`config.mk`:
```
export PLATFORM = sky130hd
export DESIGN_NAME = rvfi_commit_serializer
export DESIGN_NICKNAME = d
export VERILOG_FILES = /design/src/rtl/rvfi_pkg.sv /design/src/rtl/commit_lane_compactor.sv /design/src/rtl/rvfi_commit_serializer.sv
export SDC_FILE = /design/constraint.sdc
export NUM_CORES = 2
export LEC_CHECK = 0
export CELL_PAD_IN_SITES_DETAIL_PLACEMENT = 0
export CELL_PAD_IN_SITES_GLOBAL_PLACEMENT = 1
export CORE_ASPECT_RATIO = 1.1
export CORE_MARGIN = 2
export CORE_UTILIZATION = 31
export CTS_BUF_LIST = sky130_fd_sc_hd__clkbuf_8 sky130_fd_sc_hd__clkbuf_16
export DETAILED_ROUTE_END_ITERATION = 8
export GPL_ROUTABILITY_DRIVEN = 0
export GPL_TIMING_DRIVEN = 0
export HOLD_SLACK_MARGIN = 0.12
export MAX_ROUTING_LAYER = met4
export PLACE_DENSITY = 0.55
export SYNTH_ARGS = -nofsm -noshare
export SYNTH_HDL_FRONTEND = slang
export SYNTH_SLANG_ARGS = --single-unit
```
`constraint.sdc`:
```
create_clock -name clk -period 70.3 [get_ports clk]
set_input_delay 14.06 -clock clk [delete_from_list [all_inputs] [get_ports clk]]
set_output_delay 14.06 -clock clk [all_outputs]
set_load 0.02 [all_outputs]
```
`src/rtl/rvfi_pkg.sv`:
```
// Shared types for the RVFI retire-stream serializer.
package rvfi_pkg;

    localparam int ORDER_W = 64;

    typedef logic [31:0]        pc_t;
    typedef logic [ORDER_W-1:0] order_t;

endpackage

```
`src/rtl/commit_lane_compactor.sv`:
```
// Maps the sparse per-channel commit mask onto consecutive FIFO slots.
// Lane i lands at slot offset popcount(in_valid[i-1:0]); count is the total
// number of valid lanes. Also flags lanes whose next PC equals their own PC.
module commit_lane_compactor
    import rvfi_pkg::*;
#(
    parameter int NUM_CH = 2,
    parameter int CNT_W  = $clog2(NUM_CH + 1)
) (
    input  logic [NUM_CH-1:0]       in_valid,
    input  logic [NUM_CH*32-1:0]    in_pc_rdata,
    input  logic [NUM_CH*32-1:0]    in_pc_wdata,
    output logic [NUM_CH*CNT_W-1:0] offsets,
    output logic [CNT_W-1:0]        count,
    output logic [NUM_CH-1:0]       lane_halt
);

    logic [CNT_W-1:0] acc;

    // Running prefix count gives each valid lane its compacted slot offset.
    always_comb begin
        acc       = '0;
        offsets   = '0;
        lane_halt = '0;
        for (int i = 0; i < NUM_CH; i++) begin
            offsets[i*CNT_W +: CNT_W] = acc;
            acc = acc + CNT_W'(in_valid[i]);
            lane_halt[i] = (in_pc_wdata[i*32 +: 32] == in_pc_rdata[i*32 +: 32]);
        end
        count = acc;
    end

endmodule

```
`src/rtl/rvfi_commit_serializer.sv`:
```
// Serializes up to NUM_CH retire packets per cycle into a single in-order
// stream, stamping each with a 64-bit order number and sealing the stream
// once the halting instruction (pc_wdata == pc_rdata) has been emitted.
//
// Handshakes: the input side writes on a clock edge where in_ready=1, taking
// every lane whose in_valid bit is set (in_ready never looks at in_valid);
// the output side transfers the head on an edge where out_valid && out_ready,
// and out_valid/head data stay stable until that transfer.
module rvfi_commit_serializer
    import rvfi_pkg::*;
#(
    parameter int NUM_CH    = 2,
    parameter int DEPTH     = 8,
    parameter int PAYLOAD_W = 256
) (
    input  logic                    clk,
    input  logic                    rst,
    input  logic [NUM_CH-1:0]       in_valid,
    input  logic [NUM_CH*32-1:0]    in_pc_rdata,
    input  logic [NUM_CH*32-1:0]    in_pc_wdata,
    input  logic [NUM_CH*PAYLOAD_W-1:0] in_payload,
    output logic                    in_ready,
    output logic                    out_valid,
    input  logic                    out_ready,
    output logic [63:0]             out_order,
    output logic [31:0]             out_pc_rdata,
    output logic [31:0]             out_pc_wdata,
    output logic [PAYLOAD_W-1:0]    out_payload,
    output logic                    out_halt,
    output logic                    halted,
    output logic                    overflow
);

    localparam int ADDR_W = $clog2(DEPTH);
    localparam int PTR_W  = ADDR_W + 1;
    localparam int CNT_W  = $clog2(NUM_CH + 1);

    typedef struct packed {
        logic [PAYLOAD_W-1:0] payload;
        pc_t                  pc_rdata;
        pc_t                  pc_wdata;
        logic                 halt;
    } fifo_entry_t;

    fifo_entry_t             mem [DEPTH];
    logic [PTR_W-1:0]        wptr, rptr;
    logic [PTR_W-1:0]        occ, free_slots;
    order_t                  order_q;
    logic                    halted_q, overflow_q;
    logic                    empty, full, push, pop;
    logic [NUM_CH*CNT_W-1:0] offsets;
    logic [CNT_W-1:0]        count;
    logic [NUM_CH-1:0]       lane_halt;
    logic [ADDR_W-1:0]       wr_addr    [NUM_CH];
    fifo_entry_t             lane_entry [NUM_CH];
    fifo_entry_t             head;

    commit_lane_compactor #(
        .NUM_CH (NUM_CH),
        .CNT_W  (CNT_W)
    ) u_compactor (
        .in_valid    (in_valid),
        .in_pc_rdata (in_pc_rdata),
        .in_pc_wdata (in_pc_wdata),
        .offsets     (offsets),
        .count       (count),
        .lane_halt   (lane_halt)
    );

    // Occupancy/flow-control status, derived from registered pointers only.
    always_comb begin
        occ        = wptr - rptr;
        free_slots = PTR_W'(DEPTH) - occ;
        empty      = (wptr == rptr);
        full       = (wptr[ADDR_W] != rptr[ADDR_W]) &&
                     (wptr[ADDR_W-1:0] == rptr[ADDR_W-1:0]);
        in_ready   = !halted_q && !rst && !full && (free_slots >= PTR_W'(NUM_CH));
        out_valid  = !empty && !halted_q;
        push       = in_ready && (|in_valid);
        pop        = out_valid && out_ready;
    end

    // Per-lane write slot and entry image.
    always_comb begin
        for (int i = 0; i < NUM_CH; i++) begin
            wr_addr[i]    = wptr[ADDR_W-1:0] + ADDR_W'(offsets[i*CNT_W +: CNT_W]);
            lane_entry[i] = '{payload:  in_payload[i*PAYLOAD_W +: PAYLOAD_W],
                              pc_rdata: in_pc_rdata[i*32 +: 32],
                              pc_wdata: in_pc_wdata[i*32 +: 32],
                              halt:     lane_halt[i]};
        end
    end

    // Storage writes; contents need no reset because the pointers gate visibility.
    always_ff @(posedge clk) begin
        if (push) begin
            for (int i = 0; i < NUM_CH; i++) begin
                if (in_valid[i]) begin
                    mem[wr_addr[i]] <= lane_entry[i];
                end
            end
        end
    end

    // Pointers, order counter and sticky halt/overflow flags.
    always_ff @(posedge clk or posedge rst) begin
        if (rst) begin
            wptr       <= '0;
            rptr       <= '0;
            order_q    <= '0;
            halted_q   <= 1'b0;
            overflow_q <= 1'b0;
        end else begin
            if (in_ready) begin
                wptr <= wptr + PTR_W'(count);
            end else if ((|in_valid) && !halted_q) begin
                overflow_q <= 1'b1;
            end
            if (pop) begin
                rptr    <= rptr + PTR_W'(1);
                order_q <= order_q + order_t'(1);
                if (head.halt) begin
                    halted_q <= 1'b1;
                end
            end
        end
    end

    // Head presentation; data is forced to zero whenever nothing is presented.
    always_comb begin
        head         = mem[rptr[ADDR_W-1:0]];
        out_order    = order_q;
        out_pc_rdata = out_valid ? head.pc_rdata : '0;
        out_pc_wdata = out_valid ? head.pc_wdata : '0;
        out_payload  = out_valid ? head.payload  : '0;
        out_halt     = out_valid && head.halt;
        halted       = halted_q;
        overflow     = overflow_q;
    end

endmodule

```
==> impl_metrics.ini <==
[placement]
place_area_mm2 = 0.153
hpwl_um = 353000
port_buffers = 905
dp.cells = 14300
pre_cts_slack_ns = 39.01

[clocking]
path_clk_slew_ns = 0.06
clockBufferDepth = 4
cts_buffers = 319
cts_resized = 0
cts_tree = done
ctsHoldBuffers = 0
clock_latency_ns = 0.96
htree_levels = 5
cts.sink_count = 2642
postCtsSetupRepairBufs = 0
root_buffer = clkbuf_16

[yosys]
synth_cell_types = 42
yosysWarnings = 0
ys.flop_type = edfxtp_1
syn_nets = 8148
synth_area_leaders = edfxtp_1, mux2_2, mux4_2, mux2i_1, dfrtp_1
yosys.area.top_type = edfxtp_1
ys_seq_area_share_pct = 59.8
synth_edf_count = 2568
synth_top_area_share_pct = 58.4
synthTopCellsByCount = edfxtp_1, mux2_2, mux4_2, nor2_1, mux2i_1
netlist_area_mm2 = 0.132
syn_avg_cell_area_um2 = 17.6
ys_seq_elements = 2642
synth_cells = 7492
async_flop_share_pct = 2.80
post-synth-top-count-cell = edfxtp_1

[detailed_routing]
drt-pass1-iter-count = 6
post_drt_wl_per_cell_um = 33.2
dr.first_iter.drc_count = 7010
vias_per_cell = 5.21
drc = 0
drtAntennaViolNets = 0
vias = 78300
wirelength_um = 499000

[final_layout]
instances_no_fill = 15000
syn_to_final_growth_pct = 23.8
final_nets = 9609
multi_input_area_mm2 = 0.0504
regArea_mm2 = 0.0790
drive_gt1_share_pct = 44.7
nFillCells = 39300
finalInstanceArea_mm2 = 0.163

[power_and_ir_drop]
p_seq_share_pct = 49.6
ir_worst_vdd_mv = 0.0183
combinationalPowerShare_pct = 4.3
clkPwrFrac_pct = 46.1
p_switching_mw = 0.784
power.static_leakage_nw = 51.7
p_int_mw = 2.70
power_density_mw_per_mm2 = 21.3
netSwitchingFraction_pct = 22.5

[worst_setup_path]
cp_slowest_cell = clkdlybuf4s50_1
worst-path-max-fanout = 46
required_ns = 56.24
crit_type = input pin to output port
crit_buf_inv = 5
cp-start-kind = input pin
crit_chain = clkdlybuf4s50_1 > inv_4 > buf_16 > o211ai_1 > a31oi_2 > clkbuf_1 > clkdlybuf4s50_1
cp_common_cell = clkdlybuf4s50_1
critPathTopFamily = buffers and inverters
crit_arrival_ns = 17.20
slowest_delay_ns = 1.01
endpoint_kind = output port

[global_routing]
antenna_found_initial = 238
grt_pass1_vias = 81100
gr-total-overflow = 0
grt_max_degree = 47
grt_pass1_wl_um = 680000
track_usage_pct = 23.3

[status]
status = finished clean

[floorplan]
die_w_um = 626
die_area_mm2 = 0.431
start_util_pct = 31.1
core-area_mm2 = 0.424
std_cell_rows = 251
die_h_um = 688
ios = 1034

[timing]
max_slew_margin_pct = 7.37
period_needed_ns = 31.26
setup_slack_ns = 39.04
hold_viol_final = 0
slew_viol_final = 0
setup_viol = 0
rsz0062_at_grt = false
fmax_ghz = 0.0320
setup_tns_ns = 0
fin_worst_skew_ns = 0.0610
worst_pin_slew_ns = 1.39
period_share_pct = 44.5

[flow_run]
drv_cap = 0

[worst_hold_path]
holdCritPathClass = register to register
## cells by family after synthesis
family / share of synthesized area [%]
AOI/OAI and AO/OA: 0.0929
xor gates and xnor gates: 0.922
adders and majority gates: 0.116
buffers and inverters: 2.10
DFF: 59.8
muxes: 35.3
and+or+nand+nor: 1.61
## placed cells by master (no fill, tap or decap), types with 3 or more instances in the layout
cell type        instances
edfxtp_1              2568
mux2_2                2533
clkdlybuf4s50_1        905
mux4_2                 642
nor2_1                 351
mux2i_1                329
clkbuf_16              320
buf_2                  226
clkbuf_1               193
buf_1                  158
diode_2                128
inv_1                  116
xnor2_1                100
buf_8                   92
dfrtp_1                 74
clkinv_1                73
buf_16                  71
buf_12                  70
clkbuf_2                46
xor2_1                  37
nand4_1                 36
nand2_1                 35
clkinv_2                32
nand3_1                 29
mux2_1                  29
nor3_1                  17
clkinv_16               12
bufinv_16               12
nor4_1                   9
ha_1                     9
inv_16                   8
clkbuf_8                 8
and4_1                   7
buf_4                    7
clkinv_8                 6
clkinvlp_4               5
inv_6                    5
o31ai_4                  4
o21bai_4                 3
## area by class of cell
| cell class | instances | share of cell area, % |
|---|---|---|
| Antenna cell | 128 | 0.196 |
| Buffer | 630 | 1.67 |
| Clock buffer | 328 | 4.97 |
| Clock inverter | 246 | 1.13 |
| Inverter | 24 | 0.0567 |
| Multi-Input combinational cell | 4196 | 30.8 |
| Sequential cell | 2642 | 48.3 |
| Tap cell | 5692 | 4.36 |
| Timing Repair Buffer | 1140 | 8.46 |
## worst paths after layout
kind / from / endpoint / slack (ns) / cells past startpoint
min in group asynchronous: rst / out_order[9] / 13.47 / 2
min: overflow / overflow / 0.46 / 2
max: rst / in_ready / 39.04 / 7
min reg2reg: overflow / overflow / 0.46 / 2
max in group asynchronous: rst / out_order[1] / 56.17 / 3
max reg2reg: rptr[0] / mem[7][158] / 61.08 / 23
## registers in the layout, summed over array words and instances, names as in the netlist
register,cells
rptr,4
out_order,64
overflow,1
halted,1
mem,2568
wptr,4
## worst min-delay path: stages, from the launching register on
cell	delay, ns
dfrtp_1	0.34
inv_1	0.04
o31ai_1	0.05
## power by group through the flow
stage               sequential, mW  combinational, mW  clock (mW)
CTS                           1.73              0.149        1.64
finish                        1.73              0.151        1.60
detailed placement            1.76              0.148           0
global placement              1.76              0.141           0
floorplan                     1.76             0.0760           0
global route                  1.73              0.163        1.70
## layer usage
layer | routed length (um) | vias up | global-route usage, %
met2 | 250000 | 2605 | 38.9
met5 | 0 | - | -
met4 | 14600 | 0 | 6.84
met1 | 201000 | 41700 | 28.6
li1 | - | 33300 | -
met3 | 32900 | 727 | 4.65
## stage by stage
stage               total power, mW  hold slack (ns)  utilization (%)
floorplan                      1.84            0.529                -
global placement               1.90            0.464             34.9
detailed placement             1.91            0.456             36.1
CTS                            3.52            0.469             38.4
global route                   3.59            0.485             38.5
finish                         3.48            0.464             38.5
(Power assumes the default switching activity.)
